**config.mk**
```make
export PLATFORM = sky130hd
export DESIGN_NAME = dem_tree_sequencer
export DESIGN_NICKNAME = d
export VERILOG_FILES = /design/src/rtl/dem_tree_sequencer.sv
export SDC_FILE = /design/constraint.sdc
export NUM_CORES = 1
export LEC_CHECK = 0
export CORE_MARGIN = 5
export CORE_UTILIZATION = 59
export CTS_CLUSTER_SIZE = 28
export DETAILED_ROUTE_END_ITERATION = 8
export PLACE_DENSITY = 0.87
export RECOVER_POWER = 100
export SETUP_SLACK_MARGIN = 0.1
export SLEW_MARGIN = 20
export SYNTH_ARGS = -nofsm -noshare
export SYNTH_HDL_FRONTEND = slang
export SYNTH_SLANG_ARGS = --single-unit
```
**constraint.sdc**
```tcl
create_clock -name clk -period 5.85 [get_ports clk]
set_clock_uncertainty 0.2 [all_clocks]
set_input_delay 1.755 -clock clk [delete_from_list [all_inputs] [get_ports clk]]
set_output_delay 1.755 -clock clk [all_outputs]
set_load 0.01 [all_outputs]
```
**src/rtl/dem_tree_sequencer.sv**
```systemverilog
// Tree DEM sequencer: splits one clamped code across NUM_LAYERS binary layers, one layer per clock,
// steering odd remainders by LFSR (random) or per-node parity (rotate), then presents the leaf enables.
module dem_tree_sequencer #(
  parameter int          OUTPUT_WIDTH = 3,
  parameter int          NUM_LAYERS   = 3,
  parameter logic [7:0]  LFSR_INIT    = 8'hFF,
  localparam int         N            = 1 << NUM_LAYERS
) (
  input  logic                    clk,
  input  logic                    rst,
  input  logic                    in_valid,
  output logic                    in_ready,
  input  logic [OUTPUT_WIDTH-1:0] in_code,
  input  logic                    mode_sel,
  output logic                    out_valid,
  input  logic                    out_ready,
  output logic [N-1:0]            out_elem,
  output logic                    out_sat,
  output logic                    busy
);

  localparam int CW = NUM_LAYERS + 1;
  localparam int XW = (OUTPUT_WIDTH > CW) ? OUTPUT_WIDTH : CW;
  localparam int LW = (NUM_LAYERS > 1) ? $clog2(NUM_LAYERS) : 1;
  localparam int NN = (N / 2 > 0) ? N / 2 : 1;

  typedef enum logic [1:0] {IDLE, SPLIT, DONE} state_t;

  state_t                  state_q, state_d;
  logic [LW-1:0]           l_q, l_d;
  logic [NN-1:0][CW-1:0]   cnt_q, cnt_d;
  logic [N-2:0]            parity_q, parity_d;
  logic [7:0]              lfsr_q, lfsr_d;
  logic                    mode_q, mode_d;
  logic                    sat_q, sat_d;
  logic [N-1:0]            out_elem_q, out_elem_d;
  logic                    out_sat_q, out_sat_d;
  logic [XW-1:0]           code_ext;
  logic [CW-1:0]           c, left, right;
  logic                    odd, steer;

  always_comb begin
    state_d    = state_q;
    l_d        = l_q;
    cnt_d      = cnt_q;
    parity_d   = parity_q;
    lfsr_d     = lfsr_q;
    mode_d     = mode_q;
    sat_d      = sat_q;
    out_elem_d = out_elem_q;
    out_sat_d  = out_sat_q;
    code_ext   = XW'(in_code);
    c          = '0;
    left       = '0;
    right      = '0;
    odd        = 1'b0;
    steer      = 1'b0;

    case (state_q)
      IDLE: begin
        if (in_valid) begin
          sat_d    = code_ext > XW'(N);
          cnt_d    = '0;
          cnt_d[0] = sat_d ? CW'(N) : CW'(code_ext);
          mode_d   = mode_sel;
          l_d      = '0;
          state_d  = SPLIT;
        end
      end
      SPLIT: begin
        // Only the nodes of the current layer are active; leaves go straight to the output register.
        for (int l = 0; l < NUM_LAYERS; l++) begin
          for (int k = 0; k < (1 << l); k++) begin
            if (l_q == LW'(l)) begin
              c     = cnt_q[k];
              odd   = c[0];
              steer = mode_q ? ~parity_q[(1 << l) - 1 + k] : lfsr_q[k % 8];
              left  = (c >> 1) + CW'(odd & steer);
              right = (c >> 1) + CW'(odd & ~steer);
              if (mode_q && odd) begin
                parity_d[(1 << l) - 1 + k] = ~parity_q[(1 << l) - 1 + k];
              end
              if (l == NUM_LAYERS - 1) begin
                out_elem_d[2*k]   = left[0];
                out_elem_d[2*k+1] = right[0];
              end else begin
                cnt_d[(2*k) % NN]   = left;
                cnt_d[(2*k+1) % NN] = right;
              end
            end
          end
        end
        lfsr_d = {lfsr_q[6:0], lfsr_q[7] ^ lfsr_q[5]};
        if (l_q == LW'(NUM_LAYERS - 1)) begin
          out_sat_d = sat_q;
          state_d   = DONE;
        end else begin
          l_d = l_q + 1'b1;
        end
      end
      DONE: begin
        if (out_ready) begin
          state_d = IDLE;
        end
      end
      default: state_d = IDLE;
    endcase
  end

  always_ff @(posedge clk or posedge rst) begin
    if (rst) begin
      state_q    <= IDLE;
      l_q        <= '0;
      cnt_q      <= '0;
      parity_q   <= '0;
      lfsr_q     <= LFSR_INIT;
      mode_q     <= 1'b0;
      sat_q      <= 1'b0;
      out_elem_q <= '0;
      out_sat_q  <= 1'b0;
    end else begin
      state_q    <= state_d;
      l_q        <= l_d;
      cnt_q      <= cnt_d;
      parity_q   <= parity_d;
      lfsr_q     <= lfsr_d;
      mode_q     <= mode_d;
      sat_q      <= sat_d;
      out_elem_q <= out_elem_d;
      out_sat_q  <= out_sat_d;
    end
  end

  assign in_ready  = (state_q == IDLE);
  assign out_valid = (state_q == DONE);
  assign busy      = (state_q != IDLE);
  assign out_elem  = out_elem_q;
  assign out_sat   = out_sat_q;

endmodule

```
Yosys cells after proc, flatten, opt, wreduce, memory -nomap -nowiden. Index checks and enable logic that the tools add are counted.

Muxes and demuxes: 20. Add/sub/neg operators: 15. Reductions and logical operators: 21. $lt $le $gt $ge: 1. Bitwise operators: 29. Equality and inequality tests: 10.

Operators with widths (number): $reduce_and 3->1 (11); $pmux 14 s2 (1); $mux 8 (2); $mux 14 (1); $add 3x1->4 (3); $and 1x1->1 (11); $not 1->1 (11); $mux 2 (5); $add 1x1->1 (8); $add 3x4->4 (2); $and 1x4->4 (2); $ne 2x2->1 const B (4); $not 1->4 (2); $mux 1 (7); $mux 6 (1); $pmux 2 s3 (1); $eq 2x1->1 const B (2); $eq 2x2->1 const B (2); $gt 3x4->1 const B (1); $logic_and 1x1->1 (4); $logic_not 2->1 (2); $mux 4 (1); $pmux 2 s2 (1); $reduce_and 2->1 (2); 8 further kinds (9).

Bits of input ports: 8. Logic and storage cells: 114. Output and inout port bits: 12. Bits in registers: 42.

Logic depth before layout (Yosys ltp). Gate-level depths: netlist of the first run.

Depth after elaboration: 8. Depth in mapped cells: 10. Mapped depth without buffers: 10.

Worst setup path before layout of the first run. OpenSTA, ideal clock, no wires.

Path kind: reg-to-output. From: register state_q[0]. To: output port busy. Stages on the path, launching flop included: 3. Setup slack: 3.123 ns. Data arrival time: 0.772 ns. Cells stage by stage: dfrtp_1 > nor2_1 > inv_1.

Word-level cells in the longest chain between the ends: 1.

Ends and longest elaborated chain: start, declared (line 29) `state_t state_q, state_d;`; start signal, assigned (line 122) `state_q <= state_d;`; $reduce_bool 2->1 (line 136) `assign busy = (state_q != IDLE);`; end, declared (line 19) `output logic busy`.

No other way between the ends.

==> flow_summary_export.csv, run 1 <==
group,metric,value,unit
run_status,status,"complete, but fails checks",
run_status,violations,"capacitance limit, slew limit",
floorplanning,die_h,67.9,um
critical_path,cp_data_arrival_time,3810,ps
layout,final_cell_mix,"dfrtp_1, o21ai_0, xnor2_1",
yosys,synth.avg_cell_area,10.6,um2
clocking,post_cts_buffers,0,
yosys,synthArstFlopShare,1.00,
power,p_int,0.749,mW
yosys,synth_xor_xnor_area_share,0.0886,
global_routing,grt_pass1_vias,1347,
critical_path,r2r_slack,3180,ps
floorplanning,die_w,67.9,um
place,gp_congestion,0.755,
power,p_seq_frac,0.421,
min_path,min_path_type,"register to register",
timing,slew_violations,40,
clocking,clk_latency,340,ps
global_routing,antenna_found_initial,0,
clocking,cts_sinks,39,
yosys,ys_seq_area_frac,0.499,
floorplanning,initial_core_util,0.602,
run,cap_viol_max_count,1,
route,drt_first_pass_iters,4,
yosys,yosys_warnings,0,
layout,fillers,258,
place,io_buffers,18,
yosys,synth.area.top_cells,"dfrtp_1, dfstp_2, xnor2_1, mux2_2, ha_1",
clocking,cts.reportedPaths.clkPinSlew,120,ps
layout,multi_input_area,886,um2
power,combPwrFrac,0.452,
yosys,synth_edf_count,0,
yosys,synthFlopType,"dfrtp_1",
layout,area_growth,12.7,%
critical_path,r2r_start,"state_q[1]",
global_routing,overflow,0,
timing,setup-violations-final,0,
timing,tns,0,ps
layout,diodes,0,
critical_path,worstPathRequired,5710,ps
layout,drive_gt1_frac,0.151,
power,p_clk_frac,0.127,
place,place_hpwl,2450,um
route,postRouteAntennaNets,0,
critical_path,rr_worst_depth,3,
timing,hold_viol,0,
layout,layout_commonest_cell,"dfrtp_1",
critical_path,cp-start-kind,"input port",
yosys,synth_top_area_cell,"dfrtp_1",
timing,min_period_over_period,0.676,
layout,final_cells,251,
timing,tightest_slew,2040,ps
clocking,post_cts_resized,0,
yosys,synth_compound_area_frac,0.0829,
floorplanning,io_pins,20,
power,p_sw_frac,0.387,
floorplanning,rows,21,
yosys,yosys.area_share.adder,0.0570,
timing,maxSlewHeadroom,-0.362,
yosys,ys_ff_latch,39,
power,powerDensity,549,nW/um2
layout,ff_latch_area,986,um2
clocking,cts_tree,"built",
floorplanning,die-area,4610,um2
timing,fmax,253,MHz
yosys,synth_top_area_frac,0.392,
yosys,synth.distinct_cells,32,
power,p_sw,0.473,mW
critical_path,crit_type,"input port to async pin",
place,dp.cells,243,
route,drt_iter0_drc,79,
floorplanning,core_area,3280,um2
critical_path,crit_fanout,39,
yosys,synth_top_family_by_area,"simple AND/OR/NAND/NOR gates",
clocking,cts_root_buf,"clkbuf_4",
route,vias,1333,
min_path,hold_depth,1,
yosys,netlist_area,1980,um2
yosys,synth_mux_area_frac,0.0829,
clocking,cts_buffers,5,
route,wire_per_inst,13.7,um
critical_path,end_kind,"async pin",
route,via_per_inst,5.31,
route,wirelength,3450,um
global_routing,grt_max_degree,40,
min_path,min_from,"parity_q[5]",
global_routing,grt_usage,0.172,
critical_path,timing.rr.end,"out_elem[7]",
yosys,synth_simple_gate_area_frac,0.138,
timing,rsz0062_at_grt,"no",
clocking,clockBufferDepth,2,
clocking,cts_hold_buf,0,
route,remaining_drc_errors,0,
clocking,cts-htree-levels,2,
layout,nNetsFinal,221,
global_routing,grt_pass1_wl,5930,um
yosys,syn_inst,186,
power,p_leak,0.996,nW
min_path,hold_end,"parity_q[5]",
timing,min_period,3960,ps
power,ir_worst_vdd,345,uV
yosys,synth_nets,203,
[metrics by stage]
step                setup slack, ps  hold slack [ps]  cell area, um2  power [mW]   util
CTS                            2320              280            2240        1.25  0.681
floorplan                      3020              238            1980       0.940      -
finish                         1890              280            2230        1.22  0.678
global placement               2260              256            2170        1.06  0.660
global route                   1480              302            2230        1.33  0.678
detailed placement             2170              260            2170        1.09  0.660
[power by group through the flow]
stage	Combinational (mW)	Clock (mW)	Sequential [mW]
finish	0.552	0.156	0.514
global route	0.624	0.170	0.531
CTS	0.577	0.160	0.514
detailed placement	0.573	0	0.520
global placement	0.546	0	0.511
floorplan	0.451	0	0.489
[how the worst max path moves through the flow]
stage                to  slack (ps)  depth (start not counted)        from
2_1_floorplan  cnt_q[0]        3020                          1         rst
6_report       cnt_q[0]        1890                          3         rst
3_5_place_dp   cnt_q[2]        2170                          4    in_valid
3_3_place_gp   cnt_q[2]        2260                          4    in_valid
4_1_cts        in_ready        2320                          2  state_q[0]
5_1_grt        cnt_q[1]        1480                          3         rst
[synthesized netlist by cell type (all sizes together) (5+ instances only)]
cell type / instances
a21oi: 9
and2: 5
buf: 8
dfrtp: 31
dfstp: 8
ha: 9
inv: 12
mux2: 11
nand2: 11
nand3: 9
nand4: 7
nor2: 11
o21ai: 19
xnor2: 15
xor2: 5
[area by class of cell]
type | instances | area share
tap | 46 | 0.0258
clock buffer | 8 | 0.0309
inverter | 12 | 0.0202
sequential | 39 | 0.443
timing repair buffer | 19 | 0.0826
multi-input combinational | 127 | 0.398
[cells by family after synthesis]
logic type	after synthesis
and+or+nand+nor	52
DFF	39
AOI/OAI and AO/OA	30
xor gates and xnor gates	20
buffers and inverters	20
muxes	15
adders and majority gates	9
other	1
[worst max-delay path: stages]
cell and delay [ps]:
dlygate4sd3_1 540, inv_1 50, clkbuf_1 1450
[layer usage]
| layer | global-route usage | up-vias | share of wire | routed length [um] |
|---|---|---|---|---|
| met4 | 0.0645 | 0 | 0.0078 | 27 |
| met3 | 0.0493 | 4 | 0.038 | 130 |
| met1 | 0.205 | 652 | 0.45 | 1540 |
| met5 | 0 | - | 0 | 0 |
| li1 | - | 658 | - | - |
| met2 | 0.294 | 19 | 0.51 | 1750 |
[flip-flops by register name, indices dropped and copies added (netlist names)]
signal    cells
state_q       2
lfsr_q        8
parity_q      7
l_q           2
out_elem      8
cnt_q        11
mode_q        1
No activity file was read; power rests on OpenSTA's default activity.
==> run 2: changes to the inputs <==
--- a/config.mk
+++ b/config.mk
@@ -6,10 +6,10 @@
 export NUM_CORES = 1
 export LEC_CHECK = 0
 export CORE_MARGIN = 5
-export CORE_UTILIZATION = 59
+export CORE_UTILIZATION = 50
 export CTS_CLUSTER_SIZE = 28
 export DETAILED_ROUTE_END_ITERATION = 8
-export PLACE_DENSITY = 0.87
+export PLACE_DENSITY = 0.79
 export RECOVER_POWER = 100
 export SETUP_SLACK_MARGIN = 0.1
 export SLEW_MARGIN = 20
==> constraint.sdc (replaced) <==
create_clock -name clk -period 3.5 [get_ports clk]
set_clock_uncertainty 0.2 [all_clocks]
set_input_delay 1.05 -clock clk [delete_from_list [all_inputs] [get_ports clk]]
set_output_delay 1.05 -clock clk [all_outputs]
set_load 0.01 [all_outputs]
==> run 2 against run 1 <==
Against the previous run: the run now ends clean; sequential power up 68%; die area grew 15%; combinational power up 69%; utilization shrank 7.0 points; register-to-register slack lost 2100 ps; cell count grew 1.6%; critical path type is now register to output pin; largest cell class unchanged; largest power group unchanged; highest routed layer unchanged.
==> flow_summary_export.csv, run 2 (synthesis gave the netlist of run 1 again) <==
group,metric,value,unit
run_status,status,"finished clean",
power,p_seq_frac,0.406,
power,p_sw,0.800,mW
layout,fin_util,0.608,
timing,rsz0062_at_grt,"no",
min_path,hold_depth,1,
route,via_per_inst,5.17,
layout,layout_commonest_cell,"dfrtp_1",
floorplanning,die_w,72.9,um
layout,area_growth,15.2,%
clocking,cts_hold_buf,0,
layout,final_cell_mix,"dfrtp_1, o21ai_0, xnor2_1",
place,io_buffers,18,
layout,nNetsFinal,223,
place,dp.cells,247,
route,wirelength,3380,um
power,combPwrFrac,0.439,
global_routing,antenna_found_initial,0,
critical_path,worstPathRequired,2250,ps
power,p_int,1.33,mW
place,post_dp_cell_area,2190,um2
global_routing,grt_pass1_vias,1253,
clocking,post_cts_buffers,0,
critical_path,rr_worst_depth,4,
critical_path,crit_type,"register to output pin",
power,ir_worst_vdd,500,uV
floorplanning,die-area,5310,um2
floorplanning,rows,22,
clocking,post_cts_resized,0,
timing,setup_ws,694,ps
layout,fillers,335,
layout,final_area,2280,um2
clocking,clk_latency,280,ps
timing,fmax,356,MHz
critical_path,cp_data_arrival_time,1560,ps
power,power.total,2.13,mW
critical_path,end_kind,"output pin",
clocking,cts_buffers,5,
layout,top_register,"cnt_q",
global_routing,overflow,0,
critical_path,cp-start-kind,"register",
timing,holdWs,265,ps
clocking,cts_tree,"built",
clocking,clockBufferDepth,2,
global_routing,grt_pass1_wl,5730,um
timing,tightest_slew,1150,ps
layout,largest_reg_flops,11,
clocking,cts.reportedPaths.clkPinSlew,70,ps
power,powerDensity,935,nW/um2
global_routing,grt_max_degree,40,
clocking,cts-htree-levels,2,
critical_path,crit_fanout,7,
run,cap_viol_max_count,0,
route,drt_first_pass_iters,4,
layout,drive_gt1_frac,0.164,
clocking,cts_root_buf,"clkbuf_8",
timing,maxSlewHeadroom,0.233,
route,postRouteAntennaNets,0,
place,place_hpwl,2320,um
floorplanning,io_pins,20,
route,vias,1319,
power,p_sw_frac,0.376,
timing,min_period_over_period,0.802,
power,p_clk_frac,0.155,
layout,final_cells,255,
global_routing,grt_usage,0.138,
timing,hold_viol,0,
timing,tns,0,ps
timing,min_period,2810,ps
floorplanning,core_area,3740,um2
timing,slew_violations,0,
layout,diodes,0,
clocking,cts_sinks,39,
floorplanning,die_h,72.9,um
power,p_leak,1.02,nW
floorplanning,initial_core_util,0.528,
place,gp_congestion,0.736,
route,wire_per_inst,13.3,um
route,remaining_drc_errors,0,
timing,setup-violations-final,0,
route,drt_iter0_drc,85,
place,dpl_worst_slack,880,ps
min_path,min_path_type,"register to register",
## run 2: cell count changes in the layout (fill, tap and decap cells not counted)
cell             previous run  this run
buf_4                       0         1
dlygate4sd3_1              13        14
clkbuf_8                    2         7
clkbuf_4                    5         0
and2_1                      4         3
and2_0                      0         1
clkdlybuf4s50_1             5         4
o21ai_0                    19        18
o21ai_2                     0         1
clkbuf_2                    0         1
## run 2: layer usage
metal | vias up | wire length (um) | GRT usage
met5 | - | 0 | 0
met4 | 0 | 8 | 0.0307
met3 | 2 | 147 | 0.0455
met2 | 22 | 1660 | 0.226
met1 | 634 | 1560 | 0.177
li1 | 661 | - | -
## run 2: power groups by stage
| stage | sequential, mW | combinational, mW | clock, mW |
|---|---|---|---|
| after floorplan | 0.818 | 0.753 | 0 |
| after global placement | 0.864 | 0.941 | 0 |
| after detailed placement | 0.871 | 0.973 | 0 |
| after CTS | 0.863 | 0.982 | 0.337 |
| after global routing | 0.893 | 1.05 | 0.356 |
| final | 0.863 | 0.935 | 0.330 |
## run 2: worst max-delay path, stage by stage, from the launching register on
cell and delay (ps):
dfrtp_1 440, nor2_1 190, inv_1 50, dlygate4sd3_1 600
## run 2: path summary, 6_finish.rpt
| path | from | endpoint | slack, ps |
|---|---|---|---|
| setup reg to reg | state_q[1] | cnt_q[2] | 1060 |
| hold / removal | parity_q[5] | parity_q[5] | 270 |
| hold reg to reg | parity_q[5] | parity_q[5] | 270 |
| min in group asynchronous | rst | out_elem[2] | 1290 |
| max in group asynchronous | rst | parity_q[0] | 1230 |
| setup / recovery | state_q[0] | busy | 690 |
## run 2: layout make-up
class	instances	area (um2)	share of cell area
inverter	12	45.0	0.0198
timing repair buffer	21	196	0.0863
sequential	39	986	0.433
clock buffer	8	100	0.0440
multi-input combinational	127	890	0.391
tap	48	60.1	0.0264
